==> config.mk <==
export PLATFORM = sky130hd
export DESIGN_NAME = swu_bank_scheduler
export DESIGN_NICKNAME = d
export VERILOG_FILES = /design/src/rtl/swu_pkg.sv /design/src/rtl/swu_desc_fifo.sv /design/src/rtl/swu_bank_scheduler.sv
export SDC_FILE = /design/constraint.sdc
export NUM_CORES = 1
export LEC_CHECK = 0
export ABC_CLOCK_PERIOD_IN_PS = 4400
export BUFFER_PORTS_ARGS = -buffer_cell sky130_fd_sc_hd__buf_2
export CORE_MARGIN = 10
export CORE_UTILIZATION = 60
export CTS_CLUSTER_SIZE = 24
export DETAILED_ROUTE_END_ITERATION = 8
export GPL_ROUTABILITY_DRIVEN = 0
export GPL_TIMING_DRIVEN = 0
export MAX_ROUTING_LAYER = met4
export PLACE_DENSITY_LB_ADDON = 0.15
export SLEW_MARGIN = 0
export SYNTH_ARGS = -nofsm -noshare
export SYNTH_HDL_FRONTEND = slang
export SYNTH_SLANG_ARGS = --single-unit
==> constraint.sdc <==
create_clock -name aclk -period 4.4 [get_ports aclk]
set_input_delay 0.66 -clock aclk [delete_from_list [all_inputs] [get_ports aclk]]
set_output_delay 0.66 -clock aclk [all_outputs]
set_load 0.005 [all_outputs]
==> src/rtl/swu_pkg.sv <==
// Shared types and width helpers for the sliding-window-unit bank scheduler.
package swu_pkg;

    localparam int unsigned DEF_BUFFER_DEPTH = 20;
    localparam int unsigned DEF_MMV_IN       = 2;
    localparam int unsigned DEF_WPB          = DEF_BUFFER_DEPTH / DEF_MMV_IN;
    localparam int unsigned DESC_LEN_W       = 16;

    typedef enum logic {
        FILL = 1'b0,
        WAIT = 1'b1
    } wr_state_t;

    typedef struct packed {
        logic [DESC_LEN_W-1:0] len;
        logic                  last;
    } bank_desc_t;

    function automatic int unsigned wpb_of(input int unsigned depth, input int unsigned mmv);
        return depth / mmv;
    endfunction

    // Index width that never collapses to zero bits.
    function automatic int unsigned width_of(input int unsigned n);
        return (n > 1) ? $clog2(n) : 1;
    endfunction

endpackage

==> src/rtl/swu_desc_fifo.sv <==
// Closed-bank descriptor FIFO; head is a registered copy of the oldest entry.
module swu_desc_fifo
    import swu_pkg::*;
#(
    parameter int unsigned DEPTH = 2
) (
    input  logic                       aclk,
    input  logic                       aresetn,
    input  logic                       clear,
    input  logic                       push,
    input  bank_desc_t                 push_data,
    input  logic                       pop,
    output bank_desc_t                 head,
    output logic [$clog2(DEPTH+1)-1:0] count
);

    localparam int unsigned PW = width_of(DEPTH);
    localparam int unsigned CW = $clog2(DEPTH + 1);

    bank_desc_t    mem [DEPTH];
    logic [PW-1:0] wr_ptr;
    logic [PW-1:0] rd_ptr;

    function automatic logic [PW-1:0] ptr_inc(input logic [PW-1:0] p);
        return (p == PW'(DEPTH - 1)) ? '0 : p + PW'(1);
    endfunction

    // Head is updated with the post-cycle oldest entry so it stays a flop output.
    always_ff @(posedge aclk or negedge aresetn) begin
        if (!aresetn) begin
            wr_ptr <= '0;
            rd_ptr <= '0;
            count  <= '0;
            head   <= '0;
            for (int i = 0; i < DEPTH; i++) begin
                mem[i] <= '0;
            end
        end else if (clear) begin
            wr_ptr <= '0;
            rd_ptr <= '0;
            count  <= '0;
            head   <= '0;
        end else begin
            if (push) begin
                mem[wr_ptr] <= push_data;
                wr_ptr      <= ptr_inc(wr_ptr);
            end
            if (pop) begin
                rd_ptr <= ptr_inc(rd_ptr);
            end
            count <= count + CW'(push) - CW'(pop);
            if (pop) begin
                if (count > CW'(1)) begin
                    head <= mem[ptr_inc(rd_ptr)];
                end else if (push) begin
                    head <= push_data;
                end else begin
                    head <= '0;
                end
            end else if ((count == '0) && push) begin
                head <= push_data;
            end
        end
    end

endmodule

==> src/rtl/swu_bank_scheduler.sv <==
// Write-side bank/address sequencer and closed-bank handoff for the SWU input buffer.
module swu_bank_scheduler
    import swu_pkg::*;
#(
    parameter int unsigned NWORDS       = 1024,
    parameter int unsigned BUFFER_DEPTH = DEF_BUFFER_DEPTH,
    parameter int unsigned MMV_IN       = DEF_MMV_IN,
    parameter int unsigned NBANKS       = 2
) (
    input  logic                                                  aclk,
    input  logic                                                  aresetn,
    input  logic                                                  s_valid,
    output logic                                                  s_ready,
    output logic                                                  wr_en,
    output logic [width_of(NBANKS)-1:0]                           wr_bank,
    output logic [width_of(wpb_of(BUFFER_DEPTH, MMV_IN))-1:0]     wr_addr,
    output logic                                                  rd_avail,
    output logic [width_of(NBANKS)-1:0]                           rd_bank,
    output logic [$clog2(wpb_of(BUFFER_DEPTH, MMV_IN)):0]         rd_len,
    output logic                                                  rd_last,
    input  logic                                                  rd_done,
    input  logic                                                  restart,
    output logic                                                  frame_done,
    output logic [$clog2(NBANKS+1)-1:0]                           occupancy
);

    localparam int unsigned WPB = wpb_of(BUFFER_DEPTH, MMV_IN);
    localparam int unsigned BW  = width_of(NBANKS);
    localparam int unsigned AW  = width_of(WPB);
    localparam int unsigned LW  = $clog2(WPB) + 1;
    localparam int unsigned OW  = $clog2(NBANKS + 1);
    localparam int unsigned FW  = width_of(NWORDS);

    wr_state_t     state_q;
    wr_state_t     state_d;
    logic [FW-1:0] frame_cnt;
    logic          last_word_c;
    logic          close_c;
    logic          pop_c;
    bank_desc_t    push_desc;
    bank_desc_t    head;
    logic          len_unused;

    assign s_ready     = (state_q == FILL);
    assign wr_en       = s_valid & s_ready;
    assign rd_avail    = (occupancy != '0);
    assign pop_c       = rd_done & rd_avail;
    assign last_word_c = (frame_cnt == FW'(NWORDS - 1));
    assign close_c     = wr_en & ((wr_addr == AW'(WPB - 1)) | last_word_c);

    assign push_desc.len  = DESC_LEN_W'(wr_addr) + DESC_LEN_W'(1);
    assign push_desc.last = last_word_c;

    assign rd_len     = head.len[LW-1:0];
    assign rd_last    = head.last;
    assign len_unused = |(head.len >> LW);

    swu_desc_fifo #(
        .DEPTH (NBANKS)
    ) u_desc_fifo (
        .aclk      (aclk),
        .aresetn   (aresetn),
        .clear     (restart),
        .push      (close_c),
        .push_data (push_desc),
        .pop       (pop_c),
        .head      (head),
        .count     (occupancy)
    );

    always_ff @(posedge aclk or negedge aresetn) begin
        if (!aresetn) begin
            state_q <= FILL;
        end else begin
            state_q <= state_d;
        end
    end

    // Stall only when this close fills the last free bank and nothing is released alongside it.
    always_comb begin
        state_d = state_q;
        if (restart) begin
            state_d = FILL;
        end else begin
            case (state_q)
                FILL: if (close_c && !pop_c && (occupancy == OW'(NBANKS - 1))) state_d = WAIT;
                WAIT: if (pop_c) state_d = FILL;
                default: state_d = FILL;
            endcase
        end
    end

    always_ff @(posedge aclk or negedge aresetn) begin
        if (!aresetn) begin
            wr_bank    <= '0;
            wr_addr    <= '0;
            frame_cnt  <= '0;
            rd_bank    <= '0;
            frame_done <= 1'b0;
        end else if (restart) begin
            wr_bank    <= '0;
            wr_addr    <= '0;
            frame_cnt  <= '0;
            rd_bank    <= '0;
            frame_done <= 1'b0;
        end else begin
            if (wr_en) begin
                if (close_c) begin
                    wr_addr <= '0;
                    wr_bank <= (wr_bank == BW'(NBANKS - 1)) ? '0 : wr_bank + BW'(1);
                end else begin
                    wr_addr <= wr_addr + AW'(1);
                end
                frame_cnt <= last_word_c ? '0 : frame_cnt + FW'(1);
            end
            if (pop_c) begin
                rd_bank <= (rd_bank == BW'(NBANKS - 1)) ? '0 : rd_bank + BW'(1);
            end
            frame_done <= pop_c & head.last;
        end
    end

endmodule

== Word level (Yosys, flattened, before mapping) ==
Cells that the tools add are included.

* $add $sub $neg: 9
* $mul: 0
* Div/mod/pow operators: 0
* $lt $le $gt $ge: 4
* Equality and inequality tests: 3
* Shift-type cells: 0
* Multiplexer cells: 36
* Bitwise logic cells: 9
* Reductions and logical operators: 13

{| class="wikitable"
|+ Operators by type and width
! operator !! number
|-
| 6-bit 2-to-1 mux || 8
|-
| 34-bit bitwise mux || 1
|-
| 10-bit 2-to-1 mux || 3
|-
| 17-bit demux with 1-bit select || 1
|-
| 1-bit 2-to-1 mux || 17
|-
| 17-bit 2-to-1 mux || 1
|-
| 4-bit 2-to-1 mux || 3
|-
| 10-bit by 1-bit adder with 10-bit output, second input constant || 1
|-
| 10-bit == test, second input constant || 1
|-
| 2-bit nonzero test || 4
|-
| 4-bit by 1-bit adder with 5-bit output, second input constant || 1
|-
| 1-bit adder, second input constant || 4
|-
| 4-bit by 1-bit adder with 4-bit output, second input constant || 1
|-
| 1-bit bitwise AND || 4
|-
| 4-bit == test, second input constant || 1
|-
| 2-bit greater-or-equal comparator, second input constant || 2
|-
| 1-bit logical AND || 4
|-
| 1-bit inverter with 2-bit output || 2
|-
| 2-bit AND reduction || 2
|-
| 3-bit nonzero test || 1
|-
| 2-bit by 1-bit adder with 2-bit output || 1
|-
| 2-bit by 1-bit == test with 1-bit output, second input constant || 1
|-
| 2-bit by 1-bit > comparator with 1-bit output, second input constant || 1
|-
| 2-bit logical NOT || 1
|-
| other kinds (7) || 8
|}

* Flip-flop bits (word level): 62
* Latch bits: 0
* RAM bits: 0
* Memory bits (read-only): 0
* Output and inout bits: 18
* Memories kept: 0

== Longest topological paths before layout ==
Gate-level depths: netlist (run 1).

* Depth after elaboration: 9
* Gate-level depth with buffers: 10

== Hierarchy ==
Synthesis (run 1) repeated with hierarchy kept, for this count alone.

* Cells, all modules: 321
* Area, all modules: 3,522.1 µm²

{| class="wikitable"
|+ Modules (own cells, without submodules)
! module !! instances !! cells each !! area an instance (µm²)
|-
| swu_desc_fifo || 1 || 204 || 2,484.9
|-
| swu_bank_scheduler || 1 || 117 || 1,037.2
|}

== Worst setup path after synthesis (run 1) ==
No wires, ideal clock.

* Path kind: input-to-reg
* Start point: input s_valid
* End point: register u_desc_fifo.count[1]
* Setup time: 0.132 ns
* Arrival time: 1.959 ns
* Setup slack: 2.310 ns
* Cell stages on the path: 8
* Cell sequence: nand2b_1 clkbuf_1 clkbuf_1 nor2_1 ha_1 xnor2_1 xnor2_1 nor2_1

* Word-level cells in the longest chain between the ends: 5

{| class="wikitable"
|+ RTL lines
! element !! line !! text
|-
| from (decl) || swu_bank_scheduler.sv:12 || <nowiki>input logic s_valid,</nowiki>
|-
| 1-bit bitwise AND || swu_bank_scheduler.sv:45 || <nowiki>assign wr_en = s_valid & s_ready;</nowiki>
|-
| 1-bit bitwise AND || swu_bank_scheduler.sv:49 || <nowiki>assign close_c = wr_en & ((wr_addr == AW'(WPB - 1)) | last_word_c);</nowiki>
|-
| 2-bit by 1-bit adder with 2-bit output || swu_desc_fifo.sv:51 || <nowiki>count <= count + CW'(push) - CW'(pop);</nowiki>
|-
| 2-bit by 1-bit subtractor with 2-bit output || swu_desc_fifo.sv:51 ||
|-
| 2-bit 2-to-1 mux || swu_desc_fifo.sv:38 || <nowiki>end else if (clear) begin</nowiki>
|-
| to (signal assigned) || swu_desc_fifo.sv:51 ||
|-
| to (decl) || swu_desc_fifo.sv:14 || <nowiki>output logic [$clog2(DEPTH+1)-1:0] count</nowiki>
|}

No other way between the ends.
A chain may end at the register's enable or synchronous reset.

== Final worst setup path (run 1) ==
* Start point: register state_q
* End point: output wr_en

* Word-level cells in the longest chain between the ends: 2

{| class="wikitable"
|+ RTL lines
! element !! line !! text
|-
| from (decl) || swu_bank_scheduler.sv:34 || <nowiki>wr_state_t state_q;</nowiki>
|-
| from (signal assigned) || swu_bank_scheduler.sv:75 || <nowiki>state_q <= state_d;</nowiki>
|-
| 1-bit inverter || n/a ||
|-
| 1-bit bitwise AND || swu_bank_scheduler.sv:45 ||
|-
| to (decl) || swu_bank_scheduler.sv:14 || <nowiki>output logic wr_en,</nowiki>
|}

No other way between the ends.

==> impl_results.html, run 1 <==
<table>
<tr><th>Metric</th><th>Value</th></tr>
<tr><th colspan="2">Synthesis</th></tr>
<tr><td>Top area cells in the synthesized netlist</td><td>sky130_fd_sc_hd__dfrtp_1, sky130_fd_sc_hd__a21oi_1, sky130_fd_sc_hd__mux2i_1, sky130_fd_sc_hd__nor2_1, sky130_fd_sc_hd__ha_1</td></tr>
<tr><td>Cell accounting for the most synthesized area</td><td>sky130_fd_sc_hd__dfrtp_1</td></tr>
<tr><td>Avg Inst Size Synth</td><td>about 10 um2</td></tr>
<tr><td>Top FF cell, synth</td><td>sky130_fd_sc_hd__dfrtp_1</td></tr>
<tr><td>Most used standard cell by instance count after synthesis</td><td>sky130_fd_sc_hd__dfrtp_1</td></tr>
<tr><td>Synthesized instance count</td><td>220</td></tr>
<tr><td>Net count after synthesis</td><td>between 200 and 250</td></tr>
<tr><td>Yosys warnings</td><td>0</td></tr>
<tr><td>Share of synthesized registers carrying an async set or reset</td><td>100.0%</td></tr>
<tr><td>Number of flops mapped to enable cells by yosys</td><td>0</td></tr>
<tr><td>Post-synthesis cell type count</td><td>48</td></tr>
<tr><td>Area share of the largest cell type after synthesis</td><td>45.10%</td></tr>
<tr><td>Flops &amp; latches, synth</td><td>40</td></tr>
<tr><td>Most frequent cells after synthesis</td><td>sky130_fd_sc_hd__dfrtp_1, sky130_fd_sc_hd__nor2_1, sky130_fd_sc_hd__a21oi_1, sky130_fd_sc_hd__inv_1, sky130_fd_sc_hd__nand2_1</td></tr>
<tr><td>Sequential-to-total area share from yosys stat</td><td>around 45%</td></tr>
<tr><td>Cell area after technology mapping</td><td>between 0.002 and 0.0025 mm2</td></tr>
<tr><th colspan="2">Global routing</th></tr>
<tr><td>Number of antenna violations at the first check in global routing</td><td>0</td></tr>
<tr><td>Pin count of the biggest net entering global routing</td><td>around 40</td></tr>
<tr><td>First-pass GRT wire length</td><td>between 9000 and 10000 um</td></tr>
<tr><td>GRT Residual Overflow</td><td>0</td></tr>
<tr><td>Vias in the first global route</td><td>roughly 1800</td></tr>
<tr><td>Total global-route track usage</td><td>18.31%</td></tr>
<tr><th colspan="2">Clock network</th></tr>
<tr><td>Clock Tree Root</td><td>sky130_fd_sc_hd__clkbuf_8</td></tr>
<tr><td>Skew-Pair Late Insertion Delay</td><td>about 0.30 ns</td></tr>
<tr><td>Number of clock buffers inserted by TritonCTS</td><td>5</td></tr>
<tr><td>CTS tree</td><td>done</td></tr>
<tr><td>Clock transition at the register clock pins on the worst setup and hold paths after CTS</td><td>about 0.080 ns</td></tr>
<tr><td>Clock H-tree levels</td><td>2</td></tr>
<tr><td>Total number of clock tree sinks</td><td>40</td></tr>
<tr><td>Number of setup buffers added after CTS</td><td>0</td></tr>
<tr><td>Buffers from clock root to sink, at most</td><td>2</td></tr>
<tr><td>CTS-repair resized insts</td><td>0</td></tr>
<tr><td>Cts-stage hold buffer count</td><td>0</td></tr>
<tr><th colspan="2">Power</th></tr>
<tr><td>PwrDens</td><td>roughly 330 mW/mm2</td></tr>
<tr><td>LEAKAGE</td><td>~0.0012 uW</td></tr>
<tr><td>Maximum vdd drop</td><td>0.0001455 V</td></tr>
<tr><th colspan="2">Final layout</th></tr>
<tr><td>Net total in the final layout</td><td>around 260</td></tr>
<tr><td>Final cell count without fillers</td><td>a little under 300</td></tr>
<tr><td>Number of inserted filler cells in the final layout</td><td>304</td></tr>
<tr><td>Number of antenna cells inserted</td><td>0</td></tr>
<tr><td>Proportion of layout cells with a drive suffix above 1</td><td>roughly a fifth</td></tr>
<tr><td>Core utilization of the finished layout</td><td>68.84%</td></tr>
<tr><td>Area growth syn-to-layout</td><td>11.84%</td></tr>
<tr><th colspan="2">Routing</th></tr>
<tr><td>Count of nets left with antenna violations after detail routing</td><td>0</td></tr>
<tr><td>Avg Vias per Cell</td><td>approximately 6.3</td></tr>
<tr><td>Final routed DRC violation total</td><td>0</td></tr>
<tr><td>Wire length per cell after detailed routing</td><td>between 15 and 20 um</td></tr>
<tr><td>Detailed Routing Iterations Pass 1</td><td>4</td></tr>
<tr><td>Detailed Route Iter0 Violations</td><td>a little over 200</td></tr>
<tr><td>Final routed wirelength across all metal layers</td><td>5422 um</td></tr>
<tr><td>Vias</td><td>1863</td></tr>
<tr><th colspan="2">Timing</th></tr>
<tr><td>Max Fclk</td><td>between 400 and 500 MHz</td></tr>
<tr><td>Final setup TNS</td><td>0 ns</td></tr>
<tr><td>RSZ-0062 raised after global routing</td><td>no</td></tr>
<tr><td>Largest clock skew in the final design</td><td>between 0.006 and 0.007 ns</td></tr>
<tr><td>Final cycle utilization of the critical path</td><td>56.30%</td></tr>
<tr><td>Slew HR</td><td>approximately 42%</td></tr>
<tr><td>Count of endpoints failing hold in the final timing report</td><td>0</td></tr>
<tr><td>Min Hold Slack</td><td>0.4752 ns</td></tr>
<tr><td>Final-report max-slew violation count</td><td>0</td></tr>
<tr><td>Tightest Pin Transition</td><td>between 0.8 and 0.9 ns</td></tr>
<tr><td>Min Clock Period, post-route</td><td>2.477 ns</td></tr>
<tr><td>Setup-violating endpoint count in the final report</td><td>0</td></tr>
<tr><th colspan="2">Setup path</th></tr>
<tr><td>Crit path buffers/inverters</td><td>3</td></tr>
<tr><td>Highest cell delay on the worst timing path</td><td>about 0.43 ns</td></tr>
<tr><td>Top cell family by delay on the critical path</td><td>buffers and inverters</td></tr>
<tr><td>Biggest fanout along the worst timing path</td><td>10</td></tr>
<tr><td>Critical path type</td><td>reg -&gt; out</td></tr>
<tr><td>Nature of the critical path endpoint</td><td>primary output</td></tr>
<tr><td>Cell-by-cell listing of the critical path</td><td>nand2b_1 &gt; inv_1 &gt; clkbuf_1 &gt; buf_2</td></tr>
<tr><td>Worst endpoint data arrival time</td><td>approximately 1.8 ns</td></tr>
<tr><td>Required arrival time at the worst endpoint</td><td>3.74 ns</td></tr>
<tr><td>Startpoint Class</td><td>register</td></tr>
<tr><td>Max stage delay cell, worst path</td><td>sky130_fd_sc_hd__dfrtp_1</td></tr>
<tr><th colspan="2">Placement</th></tr>
<tr><td>HPWL after detailed placement</td><td>3908 um</td></tr>
<tr><td>Placed Instances</td><td>290</td></tr>
<tr><td>Port bufs</td><td>22</td></tr>
<tr><th colspan="2">Worst hold path</th></tr>
<tr><td>Class of the worst hold path</td><td>in -&gt; async</td></tr>
<tr><th colspan="2">Floorplanning</th></tr>
<tr><td>Site Rows</td><td>22</td></tr>
<tr><td>Total I/O pin count</td><td>23</td></tr>
<tr><td>Starting density of the core</td><td>between 60% and 70%</td></tr>
<tr><td>CORE AREA</td><td>0.003606 mm2</td></tr>
<tr><td>Chip height</td><td>80.82 um</td></tr>
<tr><td>Horiz. Die Dim</td><td>a little over 80 um</td></tr>
<tr><td>Total die area</td><td>roughly 0.0065 mm2</td></tr>
<tr><th colspan="2">Outcome</th></tr>
<tr><td>Status</td><td>finished clean</td></tr>
<tr><th colspan="2">Job</th></tr>
<tr><td>Max_cap viols</td><td>0</td></tr>
</table>
-- kinds of logic (layout without fill, tap and decap cells) --
logic type                 Yosys count  after routing  synth area share, %
adders and majority gates            5              5                2.818
buffers and inverters               26             56                5.073
DFF                                 40             40                45.10
AOI/OAI and AO/OA                   48             48                15.44
and+or+nand+nor                     74             74                18.83
muxes                               16             16                8.399
xor gates and xnor gates            11             11                4.340
-- power by group --
part | total [uW] | internal [uW] | switching, uW
sequential | 400 | 385 | 14.3
combinational | 155 | 62.7 | 91.9
clock | 256 | 125 | 131
-- placed cells by master (no fill, tap or decap), types with 5 or more instances in the layout --
cell and n:
sky130_fd_sc_hd__inv_1 13, sky130_fd_sc_hd__xnor2_1 7, sky130_fd_sc_hd__o21ai_0 5, sky130_fd_sc_hd__nor3_1 7, sky130_fd_sc_hd__nor2_1 17, sky130_fd_sc_hd__buf_2 22
sky130_fd_sc_hd__dfrtp_1 40, sky130_fd_sc_hd__mux2i_1 7, sky130_fd_sc_hd__or3_1 6, sky130_fd_sc_hd__mux2_2 5, sky130_fd_sc_hd__clkbuf_1 9, sky130_fd_sc_hd__a21oi_1 16
sky130_fd_sc_hd__nand2_1 10, sky130_fd_sc_hd__nand3_1 6, sky130_fd_sc_hd__clkbuf_8 6, sky130_fd_sc_hd__nand4_1 5, sky130_fd_sc_hd__ha_1 5
-- cell type report --
type / instances / area [um2] / area share (%)
buffer: 13 / 63.81 / 2.571
clock buffer: 6 / 82.58 / 3.327
clock inverter: 2 / 10.01 / 0.4032
inverter: 13 / 48.80 / 1.966
multi-input combinational: 154 / 1106 / 44.56
sequential: 40 / 1001 / 40.32
tap: 48 / 60.06 / 2.419
timing repair buffer: 22 / 110.1 / 4.436
-- metrics by stage --
step           total power (uW)  setup WS (ns)  area [um2]
2_1_floorplan             502.5          2.310        2220
3_3_place_gp              555.7          1.794        2390
3_5_place_dp              560.6          1.777        2390
6_report                  810.5          1.923        2482
5_1_grt                   847.4          1.752        2482
4_1_cts                   810.9          1.963        2482
-- flip-flops by register name (all words and copies together), names as in the netlist --
signal,count
u_desc_fifo.mem,12
frame_cnt,10
u_desc_fifo.head,6
wr_addr,4
u_desc_fifo.count,2
frame_done,1
rd_bank,1
state_q,1
u_desc_fifo.rd_ptr,1
u_desc_fifo.wr_ptr,1
wr_bank,1
-- path summary, 6_finish.rpt --
check,start,end,slack [ns],cells after the start
min in group aclk,u_desc_fifo.mem[0],u_desc_fifo.mem[0],0.51,1
hold / removal,aresetn,u_desc_fifo.mem[1],0.48,1
setup / recovery,state_q,wr_en,1.92,4
hold reg to reg,u_desc_fifo.mem[0],u_desc_fifo.mem[0],0.51,1
max in group asynchronous,aresetn,frame_cnt[3],3.38,1
setup reg to reg,wr_addr[0],u_desc_fifo.count[1],1.95,9
-- per-layer routing --
metal  vias up  routed length [um]  global-route usage, %
li1        871                   -                      -
met1       925                2509                  24.45
met2        60                2478                  27.23
met3         7                 378                  4.194
met4         0                  56                  5.190
met5         -                   0                      -
(Power assumes the default switching activity.)
==> inputs of run 2 (changes only) <==
Settings changed: ABC_AREA from default to 1, ABC_CLOCK_PERIOD_IN_PS 4400 to 2300, CORE_UTILIZATION 60 to 58.
Clock period 4.4 ns to 2.3 ns, I/O delays scaled along.
==> run 2 against run 1 <==
Combinational power up 17%. Register-to-register slack worse by 1.4 ns. Die area down 2.2%. Synthesized cell count up 6.8%. Critical path depth up 7. Clock power up 85%. Flip-flop and latch count unchanged. Routed wire length down 24%. Hold slack worse by 0.39 ns. Worst setup slack worse by 1.4 ns. Sequential share of layout area up 2.6 points. Final area down 6.1%. Critical endpoint is now u_desc_fifo.mem[22]. Largest power group unchanged.
==> impl_results.html, run 2 <==
<table>
<tr><th>Metric</th><th>Value</th></tr>
<tr><th colspan="2">Synthesis</th></tr>
<tr><td>Top FF cell, synth</td><td>sky130_fd_sc_hd__dfrtp_1</td></tr>
<tr><td>Flops &amp; latches, synth</td><td>40 (unchanged)</td></tr>
<tr><td>Most used standard cell by instance count after synthesis</td><td>sky130_fd_sc_hd__nand2_1</td></tr>
<tr><td>Cell accounting for the most synthesized area</td><td>sky130_fd_sc_hd__dfrtp_1</td></tr>
<tr><td>Avg Inst Size Synth</td><td>8.865 um2 (-12%)</td></tr>
<tr><td>Sequential-to-total area share from yosys stat</td><td>48.05% (+3.0 points)</td></tr>
<tr><td>Cell area after technology mapping</td><td>0.002083 mm2 (-6.1%)</td></tr>
<tr><td>Number of flops mapped to enable cells by yosys</td><td>0 (unchanged)</td></tr>
<tr><td>Post-synthesis cell type count</td><td>30 (-38%)</td></tr>
<tr><td>Share of synthesized registers carrying an async set or reset</td><td>100.0% (unchanged)</td></tr>
<tr><td>Yosys warnings</td><td>0 (unchanged)</td></tr>
<tr><td>Synthesized instance count</td><td>235 (+6.8%)</td></tr>
<tr><td>Most frequent cells after synthesis</td><td>sky130_fd_sc_hd__nand2_1, sky130_fd_sc_hd__dfrtp_1, sky130_fd_sc_hd__inv_1, sky130_fd_sc_hd__nor2_1, sky130_fd_sc_hd__o21ai_2</td></tr>
<tr><td>Top area cells in the synthesized netlist</td><td>sky130_fd_sc_hd__dfrtp_1, sky130_fd_sc_hd__nand2_1, sky130_fd_sc_hd__inv_1, sky130_fd_sc_hd__o21ai_2, sky130_fd_sc_hd__ha_1</td></tr>
<tr><td>Net count after synthesis</td><td>245 (+6.5%)</td></tr>
<tr><td>Area share of the largest cell type after synthesis</td><td>48.05% (+3.0 points)</td></tr>
<tr><th colspan="2">Timing</th></tr>
<tr><td>Final cycle utilization of the critical path</td><td>about three quarters</td></tr>
<tr><td>Final-report max-slew violation count</td><td>0 (unchanged)</td></tr>
<tr><td>Tightest Pin Transition</td><td>0.8699 ns (-0.006635 ns)</td></tr>
<tr><td>Final setup TNS</td><td>0 ns (unchanged)</td></tr>
<tr><td>Post-layout worst setup margin</td><td>0.5431 ns (-1.380 ns)</td></tr>
<tr><td>RSZ-0062 raised after global routing</td><td>no</td></tr>
<tr><td>Count of endpoints failing hold in the final timing report</td><td>0 (unchanged)</td></tr>
<tr><td>Slew HR</td><td>42.01% (+0.44 points)</td></tr>
<tr><td>Min Clock Period, post-route</td><td>about 1.8 ns</td></tr>
<tr><td>Largest clock skew in the final design</td><td>0.007221 ns (+0.0008227 ns)</td></tr>
<tr><td>Max Fclk</td><td>between 500 and 600 MHz</td></tr>
<tr><td>Setup-violating endpoint count in the final report</td><td>0 (unchanged)</td></tr>
<tr><th colspan="2">Job</th></tr>
<tr><td>Max_cap viols</td><td>0 (unchanged)</td></tr>
<tr><th colspan="2">Power</th></tr>
<tr><td>Internal Power</td><td>1014 uW (+77%)</td></tr>
<tr><td>Switching part of the total</td><td>27.82% (-1.5 points)</td></tr>
<tr><td>LEAKAGE</td><td>0.001208 uW (+3.8%)</td></tr>
<tr><td>Seq pwr share</td><td>53.4% (+4.1 points)</td></tr>
<tr><td>Logic gate share of total power</td><td>12.9% (-6.2 points)</td></tr>
<tr><td>Maximum vdd drop</td><td>0.0003582 V (+150%)</td></tr>
<tr><td>Clock share of power</td><td>33.7% (+2.1 points)</td></tr>
<tr><td>PwrDens</td><td>602.4 mW/mm2 (+84%)</td></tr>
<tr><td>Net Sw Power</td><td>390.6 uW (+65%)</td></tr>
<tr><th colspan="2">Floorplanning</th></tr>
<tr><td>CORE AREA</td><td>0.003416 mm2 (-5.3%)</td></tr>
<tr><td>Horiz. Die Dim</td><td>79.93 um (-1.1%)</td></tr>
<tr><td>Chip height</td><td>79.93 um (-1.1%)</td></tr>
<tr><td>Total die area</td><td>0.006389 mm2 (-2.2%)</td></tr>
<tr><td>Site Rows</td><td>21 (-4.5%)</td></tr>
<tr><td>Starting density of the core</td><td>60.99% (-0.57 points)</td></tr>
<tr><td>Total I/O pin count</td><td>23 (unchanged)</td></tr>
<tr><th colspan="2">Clock network</th></tr>
<tr><td>Clock Tree Root</td><td>sky130_fd_sc_hd__clkbuf_4</td></tr>
<tr><td>Number of clock buffers inserted by TritonCTS</td><td>5 (unchanged)</td></tr>
<tr><td>Cts-stage hold buffer count</td><td>0 (unchanged)</td></tr>
<tr><td>Clock transition at the register clock pins on the worst setup and hold paths after CTS</td><td>0.13 ns (+0.05 ns)</td></tr>
<tr><td>Clock H-tree levels</td><td>2 (unchanged)</td></tr>
<tr><td>CTS tree</td><td>done</td></tr>
<tr><td>Total number of clock tree sinks</td><td>40 (unchanged)</td></tr>
<tr><td>Number of setup buffers added after CTS</td><td>0 (unchanged)</td></tr>
<tr><td>Skew-Pair Late Insertion Delay</td><td>0.36 ns (+0.06 ns)</td></tr>
<tr><td>CTS-repair resized insts</td><td>0 (unchanged)</td></tr>
<tr><td>Buffers from clock root to sink, at most</td><td>2 (unchanged)</td></tr>
<tr><th colspan="2">Global routing</th></tr>
<tr><td>Total global-route track usage</td><td>14.08% (-4.2 points)</td></tr>
<tr><td>Vias in the first global route</td><td>1489 (-18%)</td></tr>
<tr><td>Number of antenna violations at the first check in global routing</td><td>0 (unchanged)</td></tr>
<tr><td>Pin count of the biggest net entering global routing</td><td>41 (unchanged)</td></tr>
<tr><td>GRT Residual Overflow</td><td>0 (unchanged)</td></tr>
<tr><td>First-pass GRT wire length</td><td>6927 um (-24%)</td></tr>
<tr><th colspan="2">Final layout</th></tr>
<tr><td>Area growth syn-to-layout</td><td>11.89% (about the same)</td></tr>
<tr><td>Number of inserted filler cells in the final layout</td><td>293 (-3.6%)</td></tr>
<tr><td>Register with the most flip-flops</td><td>u_desc_fifo.mem</td></tr>
<tr><td>Sequential cell area</td><td>0.001001 mm2 (unchanged)</td></tr>
<tr><td>Commonest non-fill, non-tap cell in the layout</td><td>sky130_fd_sc_hd__nand2_1</td></tr>
<tr><td>Most frequent cells in the layout</td><td>sky130_fd_sc_hd__nand2_1, sky130_fd_sc_hd__dfrtp_1, sky130_fd_sc_hd__inv_1</td></tr>
<tr><td>Biggest regs</td><td>u_desc_fifo.mem x12, frame_cnt x10, u_desc_fifo.head x6</td></tr>
<tr><td>Number of antenna cells inserted</td><td>0 (unchanged)</td></tr>
<tr><td>Combined area of the multi-input logic cells</td><td>928.4 um2 (-16%)</td></tr>
<tr><td>Net total in the final layout</td><td>274 (+5.8%)</td></tr>
<tr><td>Number of flip-flops under the largest register name</td><td>12 (unchanged)</td></tr>
<tr><td>Proportion of layout cells with a drive suffix above 1</td><td>27.17% (+8.4 points)</td></tr>
<tr><th colspan="2">Setup path</th></tr>
<tr><td>Top cell family by delay on the critical path</td><td>simple AND/OR/NAND/NOR gates</td></tr>
<tr><td>Critical path type</td><td>reg -&gt; reg</td></tr>
<tr><td>Required arrival time at the worst endpoint</td><td>2.56 ns (-1.18 ns)</td></tr>
<tr><td>Highest cell delay on the worst timing path</td><td>0.41 ns (-0.02 ns)</td></tr>
<tr><td>Max stage delay cell, worst path</td><td>sky130_fd_sc_hd__dfrtp_1</td></tr>
<tr><td>Cell-by-cell listing of the critical path</td><td>ha_1 &gt; inv_1 &gt; nor2_2 &gt; nand3_4 &gt; nand2_4 &gt; nand2_4 &gt; nor2_8 &gt; nand2_4 &gt; buf_6 &gt; nand2_2 &gt; o21ai_2</td></tr>
<tr><td>Nature of the critical path endpoint</td><td>register</td></tr>
<tr><td>Worst endpoint data arrival time</td><td>2.01 ns (+0.19 ns)</td></tr>
<tr><td>Biggest fanout along the worst timing path</td><td>10 (unchanged)</td></tr>
<tr><td>Most frequent CP cell</td><td>sky130_fd_sc_hd__nand2_4</td></tr>
<tr><td>Startpoint Class</td><td>register</td></tr>
<tr><td>Reg-to-reg setup timing slack</td><td>0.54 ns (-1.41 ns)</td></tr>
<tr><td>Crit path buffers/inverters</td><td>2 (-1)</td></tr>
<tr><th colspan="2">Routing</th></tr>
<tr><td>Avg Vias per Cell</td><td>5.183 (-17%)</td></tr>
<tr><td>Wire length per cell after detailed routing</td><td>13.30 um (-27%)</td></tr>
<tr><td>Count of nets left with antenna violations after detail routing</td><td>0 (unchanged)</td></tr>
<tr><td>Detailed Route Iter0 Violations</td><td>80 (-61%)</td></tr>
<tr><td>Final routed wirelength across all metal layers</td><td>4135 um (-24%)</td></tr>
<tr><td>Vias</td><td>1612 (-13%)</td></tr>
<tr><td>Detailed Routing Iterations Pass 1</td><td>5 (+1)</td></tr>
<tr><td>Final routed DRC violation total</td><td>0 (unchanged)</td></tr>
<tr><th colspan="2">Worst hold path</th></tr>
<tr><td>Class of the worst hold path</td><td>in -&gt; async</td></tr>
<tr><th colspan="2">Outcome</th></tr>
<tr><td>Status</td><td>finished clean</td></tr>
<tr><th colspan="2">Placement</th></tr>
<tr><td>Place WS</td><td>0.5594 ns (-1.217 ns)</td></tr>
<tr><td>Port bufs</td><td>22 (unchanged)</td></tr>
<tr><td>HPWL after detailed placement</td><td>3038 um (-22%)</td></tr>
</table>
-- run 2: kinds of logic after synthesis --
logic type      synth area share, %
compound gates                12.79
mux                          0.4805
buf+inv                       7.388
fa+ha+maj                     3.003
simple gates                  25.77
flops                         48.05
xor+xnor                      2.523
-- run 2: cell type report --
type	count	share of cell area, %
sequential	40	42.94
multi-input combinational	158	39.83
inverter	34	5.475
timing repair buffer	22	4.724
tap	46	2.469
clock inverter	3	1.825
clock buffer	5	1.610
buffer	3	1.127
-- run 2: worst register-to-register path: cells and delay by family, from the launching register on --
family                     cells  cell delay (ns)
AOI/OAI and AO/OA              1             0.05
adders and majority gates      1             0.18
buffers and inverters          2             0.21
DFF                            1             0.41
and+or+nand+nor                7             0.83
-- run 2: power groups by stage --
stage	Combinational [uW]	Sequential, uW	Clock, uW
6_report	181	750	473
5_1_grt	210	755	505
4_1_cts	185	750	481
3_5_place_dp	184	763	0
3_3_place_gp	181	762	0
2_1_floorplan	112	759	0
-- run 2: path summary, 6_finish.rpt --
check                               startpoint                   end  cells past startpoint
max                               frame_cnt[0]   u_desc_fifo.mem[22]                     11
max in group asynchronous              aresetn               wr_bank                      1
min                                    aresetn   u_desc_fifo.head[1]                      1
min reg2reg                u_desc_fifo.head[5]   u_desc_fifo.head[5]                      2
max reg2reg                       frame_cnt[0]   u_desc_fifo.mem[22]                     11
min in group aclk                      restart  u_desc_fifo.count[0]                      2
-- run 2: metrics by stage --
step	power, uW	hold WS (ns)	instances	utilization [%]	instance area, um2
floorplan	871.5	0.04941	235	-	2083
global placement	943.7	0.4585	303	65.90	2251
detailed placement	947.2	0.4656	303	65.90	2251
CTS	1416	0.1132	311	68.24	2331
global route	1470	0.1251	311	68.24	2331
finish	1404	0.08475	311	68.24	2331
-- run 2: routing by layer --
metal  routed length (um)  up-vias  global-route usage (%)
li1                     -      805                       -
met1                 2002      758                   17.68
met5                    0        -                       -
met4                   72        0                   5.458
met3                  272        8                   4.505
met2                 1788       41                   20.55
